File: src/rtl/alu_exec.sv
// Execute stage: single-cycle ALU ops plus an iterative shift-add unsigned multiply.
// Optional macro ALU_MULHI_EN enables opcode 9 (MULHU, high half of the product).
module alu_exec #(
  parameter int WIDTH = 32,
  parameter int CNT_W = 6
) (
  input  logic             clk,
  input  logic             rst_n,
  input  logic             start,
  input  logic [3:0]       opcode,
  input  logic [WIDTH-1:0] Source1,
  input  logic [WIDTH-1:0] Source2,
  output logic             busy,
  output logic             done,
  output logic [WIDTH-1:0] result,
  output logic             zero,
  output logic             overflow,
  output logic [1:0]       dbg_state_o
);

  // Handshake: start is sampled only in IDLE; busy stays high from the latch edge
  // through the DONE cycle, and done pulses for exactly that one DONE cycle.
  typedef enum logic [1:0] {S_IDLE, S_EXEC, S_MUL, S_DONE} state_e;

  localparam logic [3:0] OP_ADD = 4'd0, OP_SUB = 4'd1, OP_AND = 4'd2, OP_OR = 4'd3,
                         OP_XOR = 4'd4, OP_SLT = 4'd5, OP_SLL = 4'd6, OP_SRL = 4'd7,
                         OP_MUL = 4'd8, OP_MULHU = 4'd9;

  state_e             state_q;
  logic [WIDTH-1:0]   a_q, b_q;
  logic [3:0]         op_q;
  logic [2*WIDTH-1:0] acc_q;
  logic [CNT_W-1:0]   cnt_q;
  logic [WIDTH-1:0]   result_q;
  logic               zero_q, ovf_q, busy_q, done_q;

  logic [WIDTH-1:0]   alu_res_d;
  logic               alu_ovf_d;
  logic [WIDTH-1:0]   sum_d, diff_d;
  logic [WIDTH:0]     mul_sum_d;
  logic [2*WIDTH-1:0] acc_d;
  logic [WIDTH-1:0]   mul_res_d;
  logic               mul_last_d;
  logic               start_mul_d;

  always_comb begin
    start_mul_d = (opcode == OP_MUL);
`ifdef ALU_MULHI_EN
    if (opcode == OP_MULHU) start_mul_d = 1'b1;
`endif
  end

  always_comb begin
    sum_d     = a_q + b_q;
    diff_d    = a_q - b_q;
    alu_res_d = '0;
    alu_ovf_d = 1'b0;
    case (op_q)
      OP_ADD: begin
        alu_res_d = sum_d;
        alu_ovf_d = (a_q[WIDTH-1] == b_q[WIDTH-1]) && (sum_d[WIDTH-1] != a_q[WIDTH-1]);
      end
      OP_SUB: begin
        alu_res_d = diff_d;
        alu_ovf_d = (a_q[WIDTH-1] != b_q[WIDTH-1]) && (diff_d[WIDTH-1] != a_q[WIDTH-1]);
      end
      OP_AND: alu_res_d = a_q & b_q;
      OP_OR:  alu_res_d = a_q | b_q;
      OP_XOR: alu_res_d = a_q ^ b_q;
      OP_SLT: alu_res_d = {{(WIDTH-1){1'b0}}, ($signed(a_q) < $signed(b_q))};
      OP_SLL: alu_res_d = a_q << b_q[4:0];
      OP_SRL: alu_res_d = a_q >> b_q[4:0];
      default: begin
        alu_res_d = '0;
        alu_ovf_d = 1'b0;
      end
    endcase
  end

  // One multiply step: conditionally add the multiplicand into the upper half,
  // then shift the whole accumulator right, carry included.
  always_comb begin
    mul_sum_d  = {1'b0, acc_q[2*WIDTH-1:WIDTH]} + {1'b0, (b_q[0] ? a_q : {WIDTH{1'b0}})};
    acc_d      = {mul_sum_d, acc_q[WIDTH-1:1]};
    mul_last_d = (cnt_q == CNT_W'(WIDTH-1));
    mul_res_d  = acc_d[WIDTH-1:0];
`ifdef ALU_MULHI_EN
    if (op_q == OP_MULHU) mul_res_d = acc_d[2*WIDTH-1:WIDTH];
`endif
  end

  always_ff @(posedge clk or negedge rst_n) begin
    if (!rst_n) begin
      state_q  <= S_IDLE;
      a_q      <= '0;
      b_q      <= '0;
      op_q     <= '0;
      acc_q    <= '0;
      cnt_q    <= '0;
      result_q <= '0;
      zero_q   <= 1'b0;
      ovf_q    <= 1'b0;
      busy_q   <= 1'b0;
      done_q   <= 1'b0;
    end else begin
      case (state_q)
        S_IDLE: begin
          if (start) begin
            a_q     <= Source1;
            b_q     <= Source2;
            op_q    <= opcode;
            acc_q   <= '0;
            cnt_q   <= '0;
            busy_q  <= 1'b1;
            state_q <= start_mul_d ? S_MUL : S_EXEC;
          end
        end
        S_EXEC: begin
          result_q <= alu_res_d;
          zero_q   <= (alu_res_d == '0);
          ovf_q    <= alu_ovf_d;
          done_q   <= 1'b1;
          state_q  <= S_DONE;
        end
        S_MUL: begin
          acc_q <= acc_d;
          b_q   <= b_q >> 1;
          cnt_q <= cnt_q + CNT_W'(1);
          if (mul_last_d) begin
            result_q <= mul_res_d;
            zero_q   <= (mul_res_d == '0);
            ovf_q    <= 1'b0;
            done_q   <= 1'b1;
            state_q  <= S_DONE;
          end
        end
        S_DONE: begin
          done_q  <= 1'b0;
          busy_q  <= 1'b0;
          state_q <= S_IDLE;
        end
        default: state_q <= S_IDLE;
      endcase
    end
  end

  assign busy        = busy_q;
  assign done        = done_q;
  assign result      = result_q;
  assign zero        = zero_q;
  assign overflow    = ovf_q;
  assign dbg_state_o = state_q;

endmodule

File: config.mk
export PLATFORM = sky130hd
export DESIGN_NAME = alu_exec
export DESIGN_NICKNAME = d
export VERILOG_FILES = /design/src/rtl/alu_exec.sv
export SDC_FILE = /design/constraint.sdc
export NUM_CORES = 1
export LEC_CHECK = 0
export BUFFER_PORTS_ARGS = -buffer_cell sky130_fd_sc_hd__buf_2
export CORE_UTILIZATION = 63
export DETAILED_ROUTE_END_ITERATION = 8
export PLACE_DENSITY = 0.84
export SLEW_MARGIN = 0
export SYNTH_ARGS = -nofsm -noshare
export SYNTH_HDL_FRONTEND = slang
export SYNTH_SLANG_ARGS = --single-unit
File: constraint.sdc
create_clock -name clk -period 6 [get_ports clk]
set_input_delay 1.2 -clock clk [delete_from_list [all_inputs] [get_ports clk]]
set_output_delay 1.2 -clock clk [all_outputs]
set_load 0.05 [all_outputs]
==> impl_metrics.ini <==
[floorplan]
std_cell_rows = 61
die-area_mm2 = 0.0289
die_h_um = 170
die_x_um = 170
core_mm2 = 0.0278
ios = 109
initial_core_util = 0.639

[placement]
dpl.hpwl_um = 50600
place_congestion = 1.18
port_buffers = 108

[cts]
postCtsSetupBuffers = 0
cts_tree = done
clock_path_buffers = 2
cts_num_sinks = 175
root_buffer = clkbuf_16
cts_resized = 0
numCtsBuffers = 17
htree_num_levels = 4
ctsHoldBuffers = 0
cts.clk_slew.worst_paths_ns = 0.09
clkLatencyLatePin_ns = 0.49

[logic_synthesis]
synth_ff_type = dfrtp_1
synthArstFlopShare = 1.00
syn_inst = 2112
yosysTopAreaCell = dfrtp_1
syn_nets = 2336
yosysMostFrequentCell = nand2_1
yosys_warnings = 0
yosys.area.top_type_share = 0.247
synth_edf_count = 0
yosysSeqAreaShare = 0.247
synth_area_leaders = dfrtp_1 (25%), ha_1 (11%), mux4_2 (6.3%)
ys_types = 90
yosys-top-cells-count = nand2_1 (205), dfrtp_1 (175), nor2_1 (163), o21ai_0 (162), ha_1 (150)
synth.avg_cell_area_um2 = 8.41
syn_area_mm2 = 0.0178
synth_seq_cells = 175

[routing]
vias = 18200
drtIter0Drc = 3047
wl_um = 68000
vias_per_cell = 7.21
drc = 0
wl_per_cell_um = 26.9
firstDrtPassIters = 8
ant_nets = 0

[grt]
grt-ovfl-total = 0
grt_pass1_vias = 17200
grt_first_pass_wirelength_um = 102000
antenna_found_initial = 1
grt_util_all_layers = 0.474
grt_max_degree = 100

[timing]
finClkSkew_ns = 0.0215
period_share = 0.921
final_max_slew_viol_count = 0
tightest_slew_ns = 1.44
setup_viol_count_final = 0
slew_headroom = 0.0145
rsz0062_at_grt = false
finalSetupTns_ns = 0
max_freq_ghz = 0.181
timing.final.hold_violations = 0
period_needed_ns = 5.52

[final_layout]
nets = 2361
final_layout_size_suffix_gt1_frac = 0.153
area_delta_synth_final_pct = 8.25
post-route-util = 0.692

[run]
cap_viol_max_count = 1

[worst_setup_path]
worstPathRequired_ns = 6.40
critical_path_arrival_ns = 5.93
end_kind = flip-flop
worst-path-max-fanout = 16
critical_path_class = flip-flop to flip-flop
start_kind = flip-flop

[hold_path]
hold_path.class = flip-flop to flip-flop

[status]
violations = capacitance limit
status = finished, violations left
[layout by cell type, fill, tap and decap left out, types with 12 or more instances in the layout]
master and instances:
nand2_1 204, dfrtp_1 172, nor2_1 163, o21ai_0 162, ha_1 149, a21oi_1 142, buf_2 107, inv_1 106
mux2i_1 88, mux2_2 56, mux4_2 50, buf_4 44, nand3_1 41, a22o_1 40, nor3_1 34, a21o_1 34
a211oi_1 30, nor2b_1 27, o211ai_1 25, a22oi_1 24, nor4_1 23, nand4_1 22, xor2_1 20, a211o_1 19
o21bai_1 18, xnor2_1 18, nand2b_1 18, o22ai_1 18, clkbuf_16 17, a31oi_1 15, o21a_1 14, o31ai_1 14
o221ai_1 13, and2_1 12, and3_1 12, o21ai_1 12, or3_1 12
[routing by layer]
| layer | vias up | track usage | share of wire |
|---|---|---|---|
| met3 | 257 | 0.142 | 0.13 |
| met4 | 2 | 0.239 | 0.053 |
| met5 | - | 0.0313 | 0.0014 |
| li1 | 7867 | - | - |
| met1 | 8763 | 0.618 | 0.38 |
| met2 | 1341 | 0.707 | 0.43 |
[cell families after synthesis]
kind of cell               Yosys count  synth area share
AOI/OAI and AO/OA                  674             0.252
and+or+nand+nor                    616             0.165
buffers and inverters              258            0.0570
muxes                              198             0.151
DFF                                175             0.247
adders and majority gates          153             0.109
xor gates and xnor gates            38            0.0187
[through the flow]
stage                     hold slack (ns)  setup WS [ns]  area, um2  instances
after floorplan                     0.455           1.43      17800       2112
after global placement              0.455          0.814      18600       2496
after detailed placement            0.460          0.703      18600       2496
after CTS                           0.480          0.677      19200       2528
after global routing                0.506          0.135      19200       2528
final                               0.476          0.476      19200       2529
[worst paths after layout]
| check | slack [ns] | start | endpoint | cells after the start |
|---|---|---|---|---|
| worst max-delay path | 0.48 | b_q[4] | result[31] | 15 |
| worst min-delay path | 0.48 | result[4] | result[4] | 2 |
| worst max register to register | 0.48 | b_q[4] | result[31] | 15 |
| worst min register to register | 0.48 | result[4] | result[4] | 2 |
| max in group asynchronous | 4.29 | rst_n | busy | 2 |
| min in group asynchronous | 0.70 | rst_n | b_q[7] | 1 |
[final cells by class]
cell class | count | area [um2]
Multi-Input combinational cell | 1679 | 12400
Tap cell | 378 | 473
Antenna cell | 1 | 2.50
Clock buffer | 18 | 429
Inverter | 110 | 413
Clock inverter | 14 | 179
Timing Repair Buffer | 154 | 917
Sequential cell | 175 | 4390
Fill cell | 2183 | 8550
[registers in the layout (all words and copies together), names as in the netlist, 2 cells and up]
name,cells
acc_q,63
dbg_state_o,2
op_q,4
result,32
a_q,32
b_q,32
cnt_q,6
[critical path, cell delays in order, from the launching register on]
cell and delay (ns):
dfrtp_1 0.61, inv_1 0.18, ha_1 0.63, nand2b_1 0.10, a221oi_1 0.33, a211oi_1 0.12
buf_4 0.18, a2111oi_0 1.22, nor4bb_1 0.29, a2111oi_0 0.68, o21bai_1 0.18, a211oi_1 0.33
nor3_1 0.08, a21oi_1 0.25, o31ai_1 0.12, o21ai_1 0.13
Power is not shown: default switching activity piles up to over one toggle a cycle in this logic, so the estimate is an artifact.
